**src/rtl/multicycle_ctrl.sv**
```systemverilog
// multicycle_ctrl: multicycle sequencer for the accumulator CPU.
// Walks FETCH -> DECODE -> (MEM) -> EXEC -> WB with variable-latency
// instruction/data memory handshakes, a resumable HALTED state and a
// wrapping retired-instruction counter.
//
// Optional feature macro: CTRL_TIMEOUT_EN
//   defined   : an 8-bit wait counter bounds every FETCH/MEM wait; reaching
//               TIMEOUT without an acknowledge enters ERROR (bus_err sticky,
//               cleared only by rst).
//   undefined : waits are unbounded, bus_err is tied low, ERROR unreachable.
//
// Handshake rules: ins_req (FETCH) and da_req/da_we (MEM) are raised on
// entry to the state and held unchanged until the matching acknowledge
// (ins_valid / da_valid) is seen high on a rising edge; acknowledges seen
// in any other state are ignored, and a request is never withdrawn early.
module multicycle_ctrl #(
  parameter int CNT_W   = 16,
  parameter int TIMEOUT = 15
) (
  input  logic             clk,
  input  logic             rst,
  input  logic [2:0]       opcode,
  input  logic             is_zero,
  input  logic             ins_valid,
  input  logic             da_valid,
  input  logic             resume,
  output logic             ins_req,
  output logic             da_req,
  output logic             da_we,
  output logic             acc_load,
  output logic [1:0]       acc_op,
  output logic             pc_load,
  output logic             pc_inc,
  output logic             pc_skip,
  output logic             halted,
  output logic             bus_err,
  output logic [CNT_W-1:0] retired,
  output logic [2:0]       state_o
);

  typedef enum logic [2:0] {
    S_FETCH  = 3'd0,
    S_DECODE = 3'd1,
    S_MEM    = 3'd2,
    S_EXEC   = 3'd3,
    S_WB     = 3'd4,
    S_HALTED = 3'd5,
    S_ERROR  = 3'd6,
    S_UNUSED = 3'd7
  } state_t;

  localparam logic [2:0] OP_HLT = 3'd0;
  localparam logic [2:0] OP_SKZ = 3'd1;
  localparam logic [2:0] OP_ADD = 3'd2;
  localparam logic [2:0] OP_LDA = 3'd5;
  localparam logic [2:0] OP_STO = 3'd6;
  localparam logic [2:0] OP_JMP = 3'd7;

  // Reject an out-of-range watchdog limit at elaboration time.
  if (TIMEOUT < 1 || TIMEOUT > 255) begin : g_bad_timeout
    $error("multicycle_ctrl: TIMEOUT must be within 1..255");
  end

  state_t             state_q, state_d;
  logic [2:0]         op_q, op_d;
  logic               skip_q, skip_d;
  logic [CNT_W-1:0]   retired_q, retired_d;
  logic               is_data_op;

  // Data ops (ADD..STO) are the only ones that visit MEM.
  assign is_data_op = (op_q >= OP_ADD) && (op_q <= OP_STO);

`ifdef CTRL_TIMEOUT_EN
  localparam logic [8:0] WD_LIMIT = 9'(TIMEOUT);
  logic [7:0] wd_q, wd_d;
  logic [8:0] wd_inc;
  logic       bus_err_q, bus_err_d;
  logic       waiting;

  assign wd_inc  = {1'b0, wd_q} + 9'd1;
  // A cycle counts as a wait only when the acknowledge for the current
  // request is absent; an acknowledge in the limit cycle still wins.
  assign waiting = ((state_q == S_FETCH) && !ins_valid) ||
                   ((state_q == S_MEM)   && !da_valid);
`endif

  // State, latched opcode, skip flag, retire count (and watchdog) registers.
  always_ff @(posedge clk or posedge rst) begin
    if (rst) begin
      state_q   <= S_FETCH;
      op_q      <= 3'd0;
      skip_q    <= 1'b0;
      retired_q <= '0;
`ifdef CTRL_TIMEOUT_EN
      wd_q      <= 8'd0;
      bus_err_q <= 1'b0;
`endif
    end else begin
      state_q   <= state_d;
      op_q      <= op_d;
      skip_q    <= skip_d;
      retired_q <= retired_d;
`ifdef CTRL_TIMEOUT_EN
      wd_q      <= wd_d;
      bus_err_q <= bus_err_d;
`endif
    end
  end

  // Next-state logic: sequencing, opcode capture, skip and retire updates.
  always_comb begin
    state_d   = state_q;
    op_d      = op_q;
    skip_d    = skip_q;
    retired_d = retired_q;
    case (state_q)
      S_FETCH: begin
        if (ins_valid) begin
          op_d    = opcode;
          state_d = S_DECODE;
        end
      end
      S_DECODE: state_d = is_data_op ? S_MEM : S_EXEC;
      S_MEM: begin
        if (da_valid) state_d = S_EXEC;
      end
      S_EXEC: begin
        if (op_q == OP_SKZ) skip_d = is_zero;
        state_d = (op_q == OP_HLT) ? S_HALTED : S_WB;
      end
      S_WB: begin
        retired_d = retired_q + 1'b1;
        skip_d    = 1'b0;
        state_d   = S_FETCH;
      end
      S_HALTED: begin
        if (resume) state_d = S_WB;
      end
      S_ERROR:  state_d = S_ERROR;
      default:  state_d = S_FETCH;
    endcase
`ifdef CTRL_TIMEOUT_EN
    if (waiting && (wd_inc == WD_LIMIT)) state_d = S_ERROR;
`endif
  end

`ifdef CTRL_TIMEOUT_EN
  // Watchdog: restart on entry to a wait state, count unacknowledged cycles.
  always_comb begin
    wd_d      = wd_q;
    bus_err_d = bus_err_q;
    if ((state_d != state_q) && ((state_d == S_FETCH) || (state_d == S_MEM))) begin
      wd_d = 8'd0;
    end else if (waiting) begin
      wd_d = wd_inc[7:0];
    end
    if (state_d == S_ERROR) bus_err_d = 1'b1;
  end
`endif

  // Moore output decode from state and latched opcode; all zero during rst.
  always_comb begin
    ins_req  = 1'b0;
    da_req   = 1'b0;
    da_we    = 1'b0;
    acc_load = 1'b0;
    acc_op   = 2'b00;
    pc_load  = 1'b0;
    pc_inc   = 1'b0;
    pc_skip  = 1'b0;
    halted   = 1'b0;
    if (!rst) begin
      case (state_q)
        S_FETCH: ins_req = 1'b1;
        S_MEM: begin
          da_req = 1'b1;
          da_we  = (op_q == OP_STO);
        end
        S_EXEC: begin
          if ((op_q >= OP_ADD) && (op_q <= OP_LDA)) begin
            acc_load = 1'b1;
            acc_op   = op_q[1:0] - 2'd2;
          end
          if (op_q == OP_JMP) pc_load = 1'b1;
        end
        S_WB: begin
          pc_inc  = (op_q != OP_JMP);
          pc_skip = (op_q != OP_JMP) && skip_q;
        end
        S_HALTED: halted = 1'b1;
        S_ERROR:  halted = 1'b1;
        default: ;
      endcase
    end
  end

  assign retired = retired_q;
  assign state_o = state_q;

`ifdef CTRL_TIMEOUT_EN
  assign bus_err = bus_err_q;
`else
  assign bus_err = 1'b0;
`endif

endmodule

```
**config.mk**
```make
export PLATFORM = sky130hd
export DESIGN_NAME = multicycle_ctrl
export DESIGN_NICKNAME = d
export VERILOG_FILES = /design/src/rtl/multicycle_ctrl.sv
export SDC_FILE = /design/constraint.sdc
export NUM_CORES = 1
export LEC_CHECK = 0
export BUFFER_PORTS_ARGS = -buffer_cell sky130_fd_sc_hd__buf_2
export CAP_MARGIN = 15
export CORE_UTILIZATION = 45
export DETAILED_ROUTE_END_ITERATION = 6
export HOLD_SLACK_MARGIN = 0.03
export PLACE_DENSITY = 0.76
export SKIP_CTS_REPAIR_TIMING = 1
export SKIP_LAST_GASP = 1
export SYNTH_ARGS = -nofsm -noshare
export SYNTH_HDL_FRONTEND = slang
export SYNTH_SLANG_ARGS = --single-unit
```
**constraint.sdc**
```tcl
create_clock -name clk -period 2.19 [get_ports clk]
set_input_delay 0.5475 -clock clk [delete_from_list [all_inputs] [get_ports clk]]
set_output_delay 0.5475 -clock clk [all_outputs]
set_load 0.03 [all_outputs]
```
### After elaboration in Yosys (flattened, before gate mapping)

Index checks and enable logic that the tools add are counted.

| operators by class | value |
|---|---|
| multiplexer cells | 29 |
| equality and inequality tests | 14 |
| reduce and logical (&&, ||, !) cells | 10 |
| magnitude comparators | 3 |
| add/subtract/negate cells | 2 |

Operator list:

| kind | count |
|---|---|
| two-way mux 1 bit | 21 |
| case mux 3 bit (6 select lines) | 1 |
| adder 16 x 1 -> 16 bit (second input constant) | 1 |
| == test 3 bit (second input constant) | 5 |
| two-way mux 3 bit | 3 |
| inequality test 2 bit (second input constant) | 4 |
| == test 3 x 1 -> 1 bit (second input constant) | 2 |
| == test 3 x 2 -> 1 bit (second input constant) | 2 |
| less-or-equal comparator 3 bit (second input constant) | 2 |
| logical NOT 3 bit | 2 |
| two-way mux 2 bit | 3 |
| AND reduction 2 bit | 2 |
| greater-or-equal comparator 3 x 2 -> 1 bit (second input constant) | 1 |
| logical AND 1 bit | 3 |
| inequality test 3 bit (second input constant) | 1 |
| AND reduction 3 bit | 1 |
| case mux 1 bit (2 select lines) | 1 |
| nonzero test 2 bit | 1 |
| OR reduction 2 bit | 1 |
| subtractor 2 bit (second input constant) | 1 |

| storage, ports and cells | value |
|---|---|
| word-level logic and storage cells | 62 |
| register bits | 23 |
| output and inout port bits | 30 |

### Depth between registers and ports, before layout

Gate-level depths: netlist of the first run.

| logic depth | value |
|---|---|
| depth in word-level cells | 5 |
| depth in mapped cells | 6 |
| depth with buffers taken out | 4 |

### Worst setup path after synthesis of the first run

Ideal clock, no wire load.

| timing | value |
|---|---|
| kind | reg-to-output |
| from | register state_q[0] (netlist: state_o[0]) |
| to | output port da_we |
| buffers on the path | 1 |
| stages on the path, launching flop included | 5 |
| data arrival time | 2.091 ns |
| slack | -0.448 ns |
| cell sequence | dfrtp_1 -> buf_2 -> nand2b_1 -> nor3_1 -> and4b_1 |

| between the ends | value |
|---|---|
| cells in the longest elaborated chain, start to end | 3 |

RTL lines:

| element | RTL line | RTL |
|---|---|---|
| from (decl) | 64 | `state_t state_q, state_d;` |
| from (signal assigned) | 99 | `state_q <= state_d;` |
| == test 3 x 2 -> 1 bit | 173 | `case (state_q)` |
| two-way mux 1 bit | 173 |  |
| two-way mux 1 bit | 172 | `if (!rst) begin` |
| to (decl) | 29 | `output logic da_we,` |

No other way between the ends.

### Final worst setup path of the first run

| timing | value |
|---|---|
| from | register state_q[1] (netlist: state_o[1]) |
| to | output port pc_skip |

| between the ends | value |
|---|---|
| cells in the longest elaborated chain, start to end | 3 |

RTL lines:

| element | RTL line | RTL |
|---|---|---|
| == test 3 bit | 173 |  |
| two-way mux 1 bit | 173 |  |
| two-way mux 1 bit | 172 |  |
| to (decl) | 34 | `output logic pc_skip,` |

No other way between the ends.

==> summary.md, run 1 <==
| Metric | Value |
|---|---|
| Main combinational cell family by area after synthesis | simple AND/OR/NAND/NOR gates |
| Crit Path Category | flip-flop to primary output |
| Row count | 18 |
| Sequential fraction of the synthesis area | approximately 49% |
| R2R cell count | 3 |
| Setup violators final | 0 |
| M3 GR Usage | between 3 and 4% |
| Startpoint types | flip-flop |
| Power Dens Cells | between 1000 and 1500 mW/mm^2 |
| Worst r2r src | state_o[2] |
| Pin slew with the least headroom to its limit | 0.548 ns |
| DR pass1 iterations | 4 |
| Nets@finish | about 170 |
| Max Clk Rate | 0.476 GHz |
| Post-Syn Instances | ~110 |
| Leakage | between 0.0008 and 0.0009 uW |
| Vias | around 960 |
| #FFs+latches synth | 23 |
| IO Count | 39 |
| R2R setup slack | 0.50 ns |
| Average wire per standard cell | roughly 13 um |
| Mux share of post-synthesis cell area | 3.80% |
| CTS root buf | clkbuf_4 |
| Peak VDD IR | roughly 0.86 mV |
| Post-synth ARST share | 100% |
| Final worst slack | 0.0885 ns |
| CTS Buf Count | 3 |
| Top FF cell, synth | dfrtp_1 |
| Gr busiest metal | met2 |
| Initial Util | between 40% and 50% |
| Compound-Gate Fraction of Synth Area | roughly 4.7% |
| Capturing point of the worst reg2reg path | op_q[0] |
| Chip Width | 53.3 um |
| Largest net degree at the start of global routing | 16 |
| Area Growth Syn to Fin | 29.6% |
| Worst-path maximum fanout | 9 |
| Final ANT Viol Nets | 0 |
| Cell Chain, Critical Path | nor3b_4 -> and3_2 -> and2_2 -> buf_2 |
| Total GRT Usage | 18.6% |
| Final-report hold violation count | 0 |
| Hold WC Path Type | primary input to asynchronous set/reset pin |
| Initial antenna violation count | 0 |
| Max-cap violations | 0 |
| Synth Area in Simple Gates | approximately a quarter |
| Worst-path clk slew | about 0.13 ns |
| EDFF count, synth | 0 |
| Clock sink count | 23 |
| Required @ worst endpoint | 1.64 ns |
| RSZ-0062 raised after global routing | true |
| Diode count | 0 |
| First-pass GRT wire length | between 3000 and 4000 um |
| Status | finished clean |
| DRC Markers | 0 |
| Syn Std Cell Area | between 0.001 and 0.0015 sq mm |
| H-tree Lvls | 1 |
| Met2 usage in global routing | roughly 30% |
| Worst-Skew Late Latency | between 0.3 and 0.4 ns |
| Die Ht | about 53 um |
| Gr ovfl total | 0 |
| Synthesized Nets | approximately 120 |
| Final worst-path cycle share | 96.0% |
| Layout cells sized above 1 | a little under half |
| Yosys cell types | 34 |
| Post-Route Skew | around 0.0028 ns |
| Fin crit period | around 2.1 ns |
| Critical Path AT | 1.55 ns |
| Synth warn | 0 |
| Crit end category | primary output |
| Drt initial violations | 11 |
| HPWL after detailed placement | approximately 1800 um |
| Grt met1 use | approximately 24% |
| Adder-Cell Fraction of Synth Area | approximately 1.1% |
| Port bufs | 37 |
| Slowest CP cell | dfrtp_2 |
| Core area | between 0.002 and 0.0025 sq mm |
| Vias in the first global route | 845 |
| CP max stage delay | about 0.5 ns |
| TritonCTS clock tree | built |
| Maximum clock insertion buffer count | 2 |
| Post-synthesis xor/xnor area fraction | between 10% and 20% |
| Pre-CTS setup slack | roughly 0.25 ns |
| Die area | approximately 0.0028 sq mm |
| Routability-driven placement congestion ratio | between 0.8 and 0.9 |
| Max-slew violations | 0 |
| Vias per std cell | about 5.2 |
| Pwr Total | roughly 1800 uW |
| Max-Slew Margin vs Limit | between 60% and 70% |
| Average size of a mapped cell | around 11 sq um |
| Final wirelength | between 2000 and 2500 um |
==> stage by stage <==
step | setup TNS, ns | instance area [sq um] | hold slack (ns) | cells | util (%)
after floorplan | -0.0136 | 1220 | 0.424 | 108 | -
after CTS | -0.106 | 1460 | 0.285 | 177 | 58.7
after detailed placement | 0 | 1430 | 0.480 | 173 | 57.6
after global routing | -0.0216 | 1540 | 0.296 | 186 | 62.1
final | 0 | 1540 | 0.296 | 186 | 62.1
after global placement | 0 | 1430 | 0.454 | 173 | 57.6
==> cell families (layout without fill, tap and decap cells) <==
kind of cell             after synthesis  in the layout
AO/OA/AOI/OAI                          9              9
buffers and inverters                  7             55
multiplexers                           4              4
AND/OR/NAND/NOR                       46             46
adder cells (fa/ha/maj)                1              1
XOR/XNOR                              17             17
other                                  1              1
flip-flops                            23             23
==> critical path: cells and delay by family, from the launching register on <==
kind | cells | cell delay (ns)
buffers and inverters | 1 | 0.18
flip-flops | 1 | 0.50
AND/OR/NAND/NOR | 3 | 0.56
==> layout make-up <==
type | count | area [sq um]
clock buffers | 3 | 22.5
clock inverters | 1 | 5.00
fillers | 222 | 940
inverters | 2 | 11.3
multi-input cells | 78 | 594
flip-flops and latches | 23 | 579
well taps | 30 | 37.5
repair buffers | 49 | 288
==> flip-flops by register name, indices dropped and copies added (netlist names) <==
signal   flops
op_q         3
retired     16
skip_q       1
state_o      3
==> cells in the mapped netlist, drive strengths merged, types with 2 or more instances <==
cell type | count | area share (%)
a21oi | 3 | 1.3
and2 | 3 | 1.6
and3 | 5 | 2.6
buf | 5 | 3.1
dfrtp | 23 | 49
inv | 2 | 0.63
mux2 | 4 | 3.8
nand2 | 4 | 1.3
nand2b | 4 | 2.1
nand3 | 5 | 2.1
nand4 | 6 | 4.7
nor2 | 7 | 2.2
nor2b | 2 | 1.1
nor3 | 2 | 0.84
nor3b | 3 | 2.8
nor4 | 2 | 1.1
xnor2 | 12 | 9.5
xor2 | 5 | 3.7
==> layer usage <==
metal | up-vias | part of all wire [%]
met2 | 16 | 50
li1 | 474 | -
met3 | 4 | 3.0
met5 | - | 0
met4 | 0 | 1.1
met1 | 467 | 46
==> report_power, final <==
group	switching [uW]	internal (uW)
clock network	128	68.2
logic	475	395
registers	181	539
total	785	1000
==> worst max-delay path by stage <==
stage | endpoint | startpoint | slack (ns)
floorplan | da_we | state_o[0] | -0.01
global placement | acc_op[0] | rst | 0.27
detailed placement | acc_op[0] | rst | 0.25
CTS | pc_skip | state_o[2] | -0.08
global route | pc_skip | op_q[1] | -0.02
finish | pc_skip | state_o[1] | 0.09
==> cell usage in the layout, fill, tap and decap left out, types with 2 or more instances in the layout <==
cell | netlist | routed
nand2_1 | 4 | 4
dfrtp_2 | 0 | 3
nor3b_1 | 2 | 2
nand4_1 | 3 | 3
xnor2_1 | 11 | 11
buf_4 | 2 | 11
nand2b_1 | 4 | 4
nand4_2 | 3 | 3
clkbuf_4 | 0 | 3
nor2b_1 | 2 | 2
nand3_1 | 5 | 5
and2_1 | 3 | 2
mux2_2 | 4 | 4
dfrtp_1 | 23 | 20
xor2_1 | 5 | 5
a21oi_1 | 3 | 3
buf_2 | 2 | 37
and3_1 | 5 | 4
nor2_1 | 7 | 6
Note: power is estimated with default switching activity, not from simulation.
==> run 2: changes to the inputs <==
Settings changed: BUFFER_PORTS_ARGS -buffer_cell sky130_fd_sc_hd__buf_2 to default, DONT_BUFFER_PORTS from default to 1, PLACE_DENSITY 0.76 to 0.64.
==> run 2 against run 1 <==
Compared with the run above:
- global-route usage shrank 2.6 points
- critical path type unchanged
- count of clock-buffer cells in the layout up 1
- worst hold slack worse by 0.11 ns
==> summary.md, run 2 (synthesized netlist as in run 1, its figures left out) <==
| Metric | Value |
|---|---|
| Fin crit period | 2.09 ns |
| Crit Path Category | flip-flop to primary output |
| Max Clk Rate | between 0.4 and 0.5 GHz |
| Chip Width | between 50 and 60 um |
| Setup TNS | 0 ns |
| Layout cells sized above 1 | about 28% |
| DRC Markers | 0 |
| Vias in the first global route | approximately 680 |
| Commonest non-fill, non-tap cell in the layout | dfrtp_1 |
| Die area | between 0.002 and 0.003 sq mm |
| Core area | between 0.002 and 0.0025 sq mm |
| Setup violators final | 0 |
| Die Ht | 53.3 um |
| Non-Filler Instances | 150 |
| Average wire per standard cell | 14.3 um |
| Max-slew violations | 0 |
| Worst-path maximum fanout | 6 |
| Final ANT Viol Nets | 0 |
| Comb pwr share | a little under two fifths |
| Crit end category | primary output |
| Final worst-path cycle share | a little over nine tenths |
| CTS Buf Count | 3 |
| Required @ worst endpoint | 1.64 ns |
| Clock sink count | 23 |
| CTS root buf | clkbuf_4 |
| Area Growth Syn to Fin | 13.3% |
| Hold WC Path Type | primary input to asynchronous set/reset pin |
| Max reg flops | 16 |
| Vias per std cell | 5.42 |
| Vias | ~810 |
| Diode count | 0 |
| Routability-driven placement congestion ratio | 0.764 |
| Final worst slack | 0.105 ns |
| Critical Path AT | about 1.5 ns |
| Worst-Skew Late Latency | 0.30 ns |
| Power Dens Cells | approximately 1200 mW/mm^2 |
| DR pass1 iterations | 4 |
| R2R setup slack | ~0.45 ns |
| Port bufs | 0 |
| Max-cap violations | 0 |
| Final-report hold violation count | 0 |
| Largest net degree at the start of global routing | 24 |
| H-tree Lvls | 1 |
| Nets@finish | about 130 |
| IO Count | 39 |
| Reg power frac | between 50% and 60% |
| Pre-CTS setup slack | just over 0.4 ns |
| Worst r2r src | state_o[2] |
| First-pass GRT wire length | ~3200 um |
| Post-Route Skew | approximately 0.0043 ns |
| Maximum clock insertion buffer count | 2 |
| Most frequent cells in the layout | dfrtp_1 (22), buf_4 (13), xnor2_1 (11), nor2_1 (6) |
| Peak VDD IR | 0.735 mV |
| Sw Ratio | a little under half |
| Worst-path clk slew | 0.12 ns |
| Leakage | ~0.00063 uW |
| Total GRT Usage | about 16% |
| R2R cell count | 5 |
| Gr ovfl total | 0 |
| Initial Util | ~48% |
| Row count | 18 |
| Initial antenna violation count | 0 |
| Final wirelength | between 2000 and 2500 um |
| Dpl cells | 146 |
| Capturing point of the worst reg2reg path | retired[7] |
| Startpoint types | flip-flop |
| TritonCTS clock tree | built |
| Drt initial violations | 8 |
| Clock share of power | 12.0% |
| RSZ-0062 raised after global routing | false |
| Internal | about 870 uW |
| HPWL after detailed placement | around 1600 um |
| Sw Pwr | around 730 uW |
| Status | finished clean |
## run 2: cell count changes in the layout (fill, tap and decap cells not counted), sizes merged
| cell | before | now |
|---|---|---|
| buf | 49 | 13 |
| clkbuf | 3 | 4 |
| clkinv | 1 | 0 |
## run 2: through the flow
| step | util, % | cell area (sq um) | total power [uW] | hold WS [ns] |
|---|---|---|---|---|
| floorplan | - | 1220 | 1260 | 0.424 |
| global placement | 53.2 | 1320 | 1400 | 0.531 |
| detailed placement | 53.2 | 1320 | 1420 | 0.532 |
| CTS | 54.2 | 1340 | 1610 | 0.188 |
| global route | 54.2 | 1340 | 1720 | 0.184 |
| finish | 54.2 | 1340 | 1600 | 0.184 |
## run 2: area by class of cell
cell class | count | area (sq um)
tap | 30 | 37.5
inverter | 2 | 11.3
clock buffer | 4 | 26.3
sequential | 23 | 577
multi-input combinational | 78 | 594
fill | 237 | 1130
timing repair buffer | 13 | 97.6
## run 2: worst max path at each step
stage	to	start	slack, ns	cells past startpoint
finish	acc_op[0]	state_o[2]	0.10	5
global route	halted	state_o[0]	0.01	3
CTS	acc_op[0]	state_o[2]	0.1	5
detailed placement	acc_op[0]	rst	0.41	5
global placement	acc_op[0]	rst	0.46	5
floorplan	da_we	state_o[0]	-0.01	4
## run 2: critical path, cell delays in order, from the launching register on
cell	delay (ns)
dfrtp_1	0.49
nor2_1	0.13
nand3_1	0.17
nor2_2	0.16
and2_1	0.13
buf_4	0.15
## run 2: per-layer routing
metal,wire length [um],track usage (%),up-vias
met1,1060,22.0,395
met4,0,1.32,0
met5,0,0,-
met2,966,23.1,21
li1,-,-,397
met3,119,7.76,0
## run 2: power by group through the flow
stage | logic, uW | registers [uW] | clock network [uW]
2_1_floorplan | 457 | 808 | 0
3_3_place_gp | 594 | 809 | 0
3_5_place_dp | 607 | 814 | 0
4_1_cts | 607 | 806 | 200
5_1_grt | 658 | 836 | 222
6_report | 603 | 810 | 193
